<file path="config.mk">
export PLATFORM = sky130hd
export DESIGN_NAME = vector_sequencer
export DESIGN_NICKNAME = d
export VERILOG_FILES = /design/src/rtl/ternary_fabric_pkg.sv /design/src/rtl/seq_feed_pipe.sv /design/src/rtl/vector_sequencer.sv
export SDC_FILE = /design/constraint.sdc
export NUM_CORES = 1
export LEC_CHECK = 0
export BUFFER_PORTS_ARGS = -buffer_cell sky130_fd_sc_hd__buf_2
export CORE_ASPECT_RATIO = 1.1
export CORE_MARGIN = 2
export CORE_UTILIZATION = 35
export CTS_CLUSTER_SIZE = 40
export DETAILED_ROUTE_END_ITERATION = 12
export HOLD_SLACK_MARGIN = 0.06
export SYNTH_ARGS = -nofsm -noshare
export SYNTH_HDL_FRONTEND = slang
export SYNTH_SLANG_ARGS = --single-unit
</file>
<file path="constraint.sdc">
create_clock -name clk -period 3.2 [get_ports clk]
set_input_delay 0.16 -clock clk [delete_from_list [all_inputs] [get_ports clk]]
set_output_delay 0.16 -clock clk [all_outputs]
set_load 0.01 [all_outputs]
</file>
<file path="src/rtl/ternary_fabric_pkg.sv">
// Shared types and constants for the ternary vector fabric.
// Op codes, trit encoding and sequencer state encoding.
package ternary_fabric_pkg;

  localparam logic [2:0] OP_NOP = 3'd0;
  localparam logic [2:0] OP_DOT = 3'd1;
  localparam logic [2:0] OP_MUL = 3'd2;
  localparam logic [2:0] OP_ADD = 3'd3;
  localparam logic [2:0] OP_MAX = 3'd4;

  localparam logic [1:0] TRIT_ZERO = 2'b00;
  localparam logic [1:0] TRIT_POS  = 2'b01;
  localparam logic [1:0] TRIT_NEG  = 2'b10;

  typedef enum logic [2:0] {
    S_IDLE,
    S_CLEAR,
    S_ISSUE,
    S_DRAIN,
    S_DONE
  } seq_state_t;

  function automatic logic op_legal(input logic [2:0] op);
    return op <= OP_MAX;
  endfunction

endpackage

</file>
<file path="src/rtl/seq_feed_pipe.sv">
// Two-stage valid/data pipe from frame-buffer read strobe to engine.
// Stage 1 tracks the read in flight, stage 2 registers the returned row.
module seq_feed_pipe #(
  parameter int W = 32
) (
  input  logic         clk,
  input  logic         reset,
  input  logic         flush,
  input  logic         in_valid,
  input  logic [W-1:0] in_data,
  output logic         out_valid,
  output logic [W-1:0] out_data,
  output logic         pending
);

  logic s1_valid;

  assign pending = s1_valid | out_valid;

  // Advance read-in-flight flag, then capture returned row.
  always_ff @(posedge clk) begin
    if (!reset) begin
      s1_valid  <= 1'b0;
      out_valid <= 1'b0;
      out_data  <= '0;
    end else if (flush) begin
      s1_valid  <= 1'b0;
      out_valid <= 1'b0;
    end else begin
      s1_valid  <= in_valid;
      out_valid <= s1_valid;
      if (s1_valid) out_data <= in_data;
    end
  end

endmodule

</file>
<file path="src/rtl/vector_sequencer.sv">
// Job sequencer: clears engine, streams rows, drains, reports done.
// One job at a time; abort returns to idle without completion.
module vector_sequencer
  import ternary_fabric_pkg::*;
#(
  parameter int LANES      = 16,
  parameter int ADDR_W     = 16,
  parameter int DEPTH_W    = 12,
  parameter int ENGINE_LAT = 1
) (
  input  logic               clk,
  input  logic               reset,
  input  logic               cmd_valid,
  output logic               cmd_ready,
  input  logic [2:0]         cmd_op,
  input  logic [ADDR_W-1:0]  cmd_base,
  input  logic [DEPTH_W-1:0] cmd_depth,
  input  logic               abort,
  output logic               rd_en,
  output logic [ADDR_W-1:0]  rd_addr,
  input  logic [LANES*2-1:0] rd_wdata,
  input  logic [LANES*2-1:0] rd_idata,
  output logic               ve_clear,
  output logic               ve_enable,
  output logic [2:0]         ve_op_mode,
  output logic [LANES*2-1:0] ve_weights,
  output logic [LANES*2-1:0] ve_inputs,
  output logic               res_valid,
  input  logic               res_ready,
  output logic               res_err,
  output logic               busy
);

  localparam int DW    = LANES * 2;
  localparam int LAT_W = 8;

  seq_state_t         state, state_n;
  logic [ADDR_W-1:0]  base_q, base_n;
  logic [DEPTH_W-1:0] depth_q, depth_n;
  logic [DEPTH_W-1:0] cnt, cnt_n;
  logic [LAT_W-1:0]   lcnt, lcnt_n;
  logic [2:0]         op_n;
  logic               rd_en_n;
  logic [ADDR_W-1:0]  rd_addr_n;
  logic               clear_n;
  logic               res_valid_n;
  logic               res_err_n;
  logic               flush;
  logic               pend;
  logic [2*DW-1:0]    feed_data;

  assign busy      = (state != S_IDLE);
  assign cmd_ready = (state == S_IDLE) & ~abort;

  seq_feed_pipe #(.W(2*DW)) u_feed (
    .clk      (clk),
    .reset    (reset),
    .flush    (flush),
    .in_valid (rd_en),
    .in_data  ({rd_wdata, rd_idata}),
    .out_valid(ve_enable),
    .out_data (feed_data),
    .pending  (pend)
  );

  assign ve_weights = feed_data[2*DW-1:DW];
  assign ve_inputs  = feed_data[DW-1:0];

  // Next-state and next registered-output decode.
  always_comb begin
    state_n     = state;
    base_n      = base_q;
    depth_n     = depth_q;
    cnt_n       = cnt;
    lcnt_n      = lcnt;
    op_n        = ve_op_mode;
    rd_en_n     = 1'b0;
    rd_addr_n   = rd_addr;
    clear_n     = 1'b0;
    res_valid_n = 1'b0;
    res_err_n   = 1'b0;
    flush       = 1'b0;
    unique case (state)
      S_IDLE: begin
        if (cmd_valid && cmd_ready) begin
          op_n    = cmd_op;
          base_n  = cmd_base;
          depth_n = cmd_depth;
          clear_n = 1'b1;
          state_n = S_CLEAR;
        end
      end
      S_CLEAR: begin
        if (!op_legal(ve_op_mode)) begin
          state_n     = S_DONE;
          res_valid_n = 1'b1;
          res_err_n   = 1'b1;
        end else if (depth_q == '0) begin
          state_n     = S_DONE;
          res_valid_n = 1'b1;
        end else begin
          state_n   = S_ISSUE;
          cnt_n     = DEPTH_W'(1);
          rd_en_n   = 1'b1;
          rd_addr_n = base_q;
        end
      end
      S_ISSUE: begin
        if (cnt == depth_q) begin
          state_n = S_DRAIN;
          lcnt_n  = '0;
        end else begin
          rd_en_n   = 1'b1;
          rd_addr_n = base_q + ADDR_W'(cnt);
          cnt_n     = cnt + 1'b1;
        end
      end
      S_DRAIN: begin
        if (!pend) begin
          if (lcnt == LAT_W'(ENGINE_LAT - 1)) begin
            state_n     = S_DONE;
            res_valid_n = 1'b1;
          end else begin
            lcnt_n = lcnt + 1'b1;
          end
        end
      end
      S_DONE: begin
        if (res_ready) begin
          state_n = S_IDLE;
        end else begin
          res_valid_n = 1'b1;
          res_err_n   = res_err;
        end
      end
      default: state_n = S_IDLE;
    endcase
    if (abort && state != S_IDLE) begin
      state_n     = S_IDLE;
      rd_en_n     = 1'b0;
      clear_n     = 1'b0;
      res_valid_n = 1'b0;
      res_err_n   = 1'b0;
      flush       = 1'b1;
    end
    if (state_n == S_IDLE) op_n = '0;
  end

  // State, job fields, counters and registered outputs.
  always_ff @(posedge clk) begin
    if (!reset) begin
      state      <= S_IDLE;
      base_q     <= '0;
      depth_q    <= '0;
      cnt        <= '0;
      lcnt       <= '0;
      ve_op_mode <= '0;
      rd_en      <= 1'b0;
      rd_addr    <= '0;
      ve_clear   <= 1'b0;
      res_valid  <= 1'b0;
      res_err    <= 1'b0;
    end else begin
      state      <= state_n;
      base_q     <= base_n;
      depth_q    <= depth_n;
      cnt        <= cnt_n;
      lcnt       <= lcnt_n;
      ve_op_mode <= op_n;
      rd_en      <= rd_en_n;
      rd_addr    <= rd_addr_n;
      ve_clear   <= clear_n;
      res_valid  <= res_valid_n;
      res_err    <= res_err_n;
    end
  end

endmodule

</file>
# ---- Word-level counts from Yosys, hierarchy flattened
# Index checks and enable logic that the tools add are counted.
dict set report totals {
  regBits 140
  in_bits 100
  out_inout_bits 90
  wordCells 89
}
dict set report classes {
  add_sub_neg 3
  order_cmp 1
  eq_ne 12
  n_mux 36
  bitwise 6
  n_reduce_logical 17
}
# op count
set op_table {}
lappend op_table {{16-bit 2-to-1 mux} 3}
lappend op_table {{12-bit 2-to-1 mux} 3}
lappend op_table {{16-bit case mux with 2 select lines} 1}
lappend op_table {{3-bit 2-to-1 mux} 8}
lappend op_table {{8-bit 2-to-1 mux} 3}
lappend op_table {{12-bit case mux with 2 select lines} 1}
lappend op_table {{16-bit by 12-bit adder with 16-bit output} 1}
lappend op_table {{8-bit case mux with 2 select lines} 1}
lappend op_table {{3-bit case mux with 5 select lines} 1}
lappend op_table {{2-bit != test, second input constant} 7}
lappend op_table {{12-bit by 1-bit adder with 12-bit output, second input constant} 1}
lappend op_table {{12-bit equality test} 1}
lappend op_table {{12-bit zero test} 1}
lappend op_table {{1-bit 2-to-1 mux} 12}
lappend op_table {{8-bit by 1-bit adder with 8-bit output, second input constant} 1}
lappend op_table {{8-bit zero test} 1}
lappend op_table {{4-bit AND reduction} 2}
lappend op_table {{3-bit by 2-bit equality test with 1-bit output, second input constant} 2}
lappend op_table {{3-bit zero test} 2}
lappend op_table {{2-bit OR reduction} 3}
lappend op_table {{1-bit NOT} 4}
lappend op_table {{1-bit case mux with 2 select lines} 2}
lappend op_table {{2-bit AND reduction} 2}
lappend op_table {{2-bit nonzero test} 2}
lappend op_table {{other kinds (9)} 10}

# ---- Logic depth before layout (Yosys ltp)
dict set report depth {
  ltp_word 8
  mapped_depth 9
  depth_no_buf 9
}

# ---- Hierarchy
# Synthesis repeated with hierarchy kept, for this count alone.
dict set report unflattened {
  cells_unflattened 755
  hier_area_um2 6548.8
}
# mod n_inst cells_each area_each_um2 seq_area_each_um2
set modules_own_cells {}
lappend modules_own_cells {vector_sequencer 1 471 3910.0 1481.4}
lappend modules_own_cells {seq_feed_pipe 1 284 2638.8 1321.3}

# ---- Least setup slack after synthesis
# OpenSTA, ideal clock, no wires.
dict set report synth_path {
  path_kind {reg2reg}
  from {reg cnt[0]}
  to {reg rd_addr[14]}
  arrival_ps 1976
  required_ps 3068
  path_slack_ps 1092
  path_stages_with_launch 10
  n_path_buf 0
  synth_period_minus_slack_ps 2108
  cell_sequence {dfxtp_1 > ha_1 > inv_1 > fa_1 > nor2b_1 > o2111ai_1 > a21oi_1 > o21ai_0 > xnor2_1 > a21oi_1}
}
dict set report synth_between {
  elab_chain_len 3
  word_cells_on_any_way 6
}
# item line_no
set synth_lines {}
lappend synth_lines {{start, declared} vector_sequencer.sv:40} ;# logic [DEPTH_W-1:0] cnt, cnt_n;
lappend synth_lines {{start signal, assigned} vector_sequencer.sv:167} ;# cnt <= cnt_n;
lappend synth_lines {{16-bit by 12-bit adder with 16-bit output / 12-bit equality test (equally long branches)} {vector_sequencer.sv:114, vector_sequencer.sv:109}}
lappend synth_lines {{16-bit 2-to-1 mux / 2-bit != test (equally long branches)} n/a}
lappend synth_lines {{16-bit case mux with 2 select lines / 4-bit AND reduction (equally long branches)} n/a}
lappend synth_lines {{end signal, assigned} vector_sequencer.sv:171} ;# rd_addr <= rd_addr_n;
lappend synth_lines {{end, declared} vector_sequencer.sv:20} ;# output logic [ADDR_W-1:0] rd_addr,
# Parallel ways exist; a longest one is shown, timed or not. The select of a mux whose other input is x is not followed.
# A chain may end at the register's enable or synchronous reset.

# ---- Worst setup path after layout
# Same ends and word-level chain as after synthesis.

==> metrics.yaml <==
endpoint: "rd_addr[14]$_SDFFE_PN0P_"
finalWorstSetupSlack_ps: 703.7
clockBufferDepth: 2
instances_no_fill: 1295
synth-edff-count: 0
cts_setup_buffers: 0
cp-end-kind: "flop"
crit_start: "cnt[0]$_SDFFE_PN0P_"
ys_types: 61
crit_buf_inv: 1
grt_pass1_vias: 5730
final_nets: 1160
die_w_um: 130.8
synth_adder_area_share_pct: 3.357
clkSinkCount: 140
cts_inserted_buffers: 17
dieArea_sq_um: 18760
antenna_found_initial: 0
p_per_area_nw_per_um2: 510.9
power.leakage_nw: 3.687
synth_top_family_by_area: "simple AND/OR/NAND/NOR gates"
reg2reg_from: "cnt[0]$_SDFFE_PN0P_"
hold_buffers: 96
slew_viol_final: 0
placed_cell_area_sq_um: 7335
tightest_slew_ps: 728.2
ys_ff_latch: 140
vias_per_cell: 4.863
vias: 6297
cp_max_fo: 7
gp_congestion: 0.8395
cts_resized: 0
start_util_pct: 35.39
synth_compound_area_share_pct: 19.86
netlist_area_sq_um: 6187
period_share_pct: 78.01
yosysSeqAreaShare_pct: 45.30
gr-usage-all-layers_pct: 18.31
drc_errors: 0
timing.rr.end: "rd_addr[14]$_SDFFE_PN0P_"
place_hpwl_mm: 11.88
postLayoutCoreUtil_pct: 51.20
finalSetupTns_ps: 0
async_flop_share_pct: 0
first_pass_iters: 4
cts_root_buf: "clkbuf_16"
final-hold-violation-count: 0
critPathArrivalTime_ps: 2780
status: "finished, final reports clean"
pre_cts_slack_ps: 744.7
drive_gt1_share_pct: 23.37
cts_max_level: 4
core_sq_um: 17480
final_common_cell: "nand2_1"
grt_max_degree: 66
cp_cell_sequence: "ha_1 -> inv_1 -> fa_1 -> nor2b_1 -> o2111ai_1 -> a21oi_1 -> o21ai_0 -> xnor2_1 -> a21oi_1"
rsz0062_at_grt: "false"
multi_input_area_sq_um: 3146
fmax_ghz: 0.4006
clkLatencyLatePin_ps: 420
ir_drop_uv: 400.2
grt_pass1_wl_mm: 27.45
syn_inst: 778
reg2reg_depth: 9
critical_path_class: "flop to flop"
cp_top_family: "compound AO/OA/AOI/OAI gates"
cpMaxStageDelayCell: "dfxtp_1"
total_power_mw: 4.574
wl_mm: 17.83
dp_cells: 1167
n_antenna_cell: 0
area_growth_syn_to_layout_pct: 44.69
fin_crit_ps: 2496
reg2reg_setup_slack_ps: 700
grt_overflow: 0
port-buffer-count: 189
seq_area_sq_um: 2803
drv_cap: 0
ant_nets: 0
worst_clock_skew_ps: 5.932
setup_violations: 0
cp-start-kind: "flop"
syn_avg_cell_area_sq_um: 7.953
row_count: 51
synth_xor_area_share_pct: 4.105
slowest_delay_ps: 450
crit_required_ps: 3480
path_clk_slew_ps: 60
final_area_sq_um: 8952
fill_cells: 1674
pin_count: 190
synthMuxAreaShare_pct: 0.1618
crit_top_cell: "a21oi_1"
syn-num-nets: 894
synthSimpleGateAreaFrac_pct: 23.30
hold_class: "input pin to flop"
path_depth: 9
mostFrequentLayoutCells: "nand2_1 (227), buf_2 (189), dfxtp_1 (140)"
slew_headroom_pct: 51.45
wire_per_inst_um: 13.77
hold_slack_ps: 134.3
cts_tree: "yes"
drtIter0Drc: 261
ys.warnings.count: 0
fp.dieH_um: 143.4
synth_top_flop_cell: "dfxtp_1"
[worst reg2reg max path: cells and delay by family (launching register included)]
| family | cells | cell delay, ps |
|---|---|---|
| compound gates | 4 | 870 |
| flops | 1 | 450 |
| fa+ha+maj | 2 | 590 |
| buf+inv | 1 | 60 |
| xor+xnor | 1 | 180 |
| simple gates | 1 | 220 |
[logic make-up after synthesis]
| group | Yosys count |
|---|---|
| flip-flops | 140 |
| buffers and inverters | 59 |
| multiplexers | 1 |
| adder cells (fa/ha/maj) | 16 |
| AO/OA/AOI/OAI | 204 |
| AND/OR/NAND/NOR | 329 |
| XOR/XNOR | 29 |
[routing by layer]
layer	track usage, %	routed length (um)
met1	22.21	8034
met2	31.50	8390
met3	4.617	1152
met4	6.159	251
met5	0	0
[flip-flops by register name (all words and copies together), names as in the netlist]
signal,flops
u_feed.out_data,64
base_q,16
rd_addr,16
cnt,12
depth_q,12
lcnt,8
state,3
ve_op_mode,3
rd_en,1
res_err,1
res_valid,1
u_feed.out_valid,1
u_feed.s1_valid,1
ve_clear,1
[cells in the mapped netlist, types with 5 or more instances]
cell | n | area, sq um
clkbuf_1 | 32 | 120.1
nor3_1 | 8 | 40.04
o21a_1 | 5 | 37.54
a21o_1 | 5 | 37.54
and3_1 | 7 | 43.79
nand3_1 | 13 | 65.06
inv_1 | 10 | 37.54
o21ai_0 | 21 | 105.1
xor2_1 | 6 | 52.55
a31oi_1 | 7 | 43.79
nand2_1 | 228 | 855.8
a21oi_1 | 119 | 595.6
xnor2_1 | 23 | 201.4
nor2_1 | 38 | 142.6
o2111ai_1 | 8 | 70.07
buf_2 | 9 | 45.04
a211oi_1 | 12 | 90.09
ha_1 | 15 | 187.7
dfxtp_1 | 140 | 2803
[final cells by class]
cell class,instances,area share (%)
well taps,238,3.326
inverters,11,0.4752
clock buffers,18,4.906
flip-flops and latches,140,31.31
multi-input cells,579,35.14
repair buffers,295,22.42
clock inverters,14,2.432
[where the power goes]
| part | switching (mW) | internal, mW |
|---|---|---|
| sequential | 0.0533 | 1.81 |
| clock | 0.777 | 1.41 |
| combinational | 0.278 | 0.252 |
[worst min path at each step]
stage | from | to | slack [ps] | cells past startpoint
3_5_place_dp | rd_idata[22] | u_feed.out_data[22]$_SDFFE_PN0P_ | 410 | 3
4_1_cts | reset | rd_addr[9]$_SDFFE_PN0P_ | 120 | 2
6_report | reset | rd_addr[9]$_SDFFE_PN0P_ | 130 | 2
3_3_place_gp | rd_idata[17] | u_feed.out_data[17]$_SDFFE_PN0P_ | 400 | 3
2_1_floorplan | cmd_base[14] | base_q[14]$_SDFFE_PN0P_ | 300 | 2
5_1_grt | reset | rd_addr[8]$_SDFFE_PN0P_ | 150 | 3
Note: power is estimated with default switching activity, not from simulation.
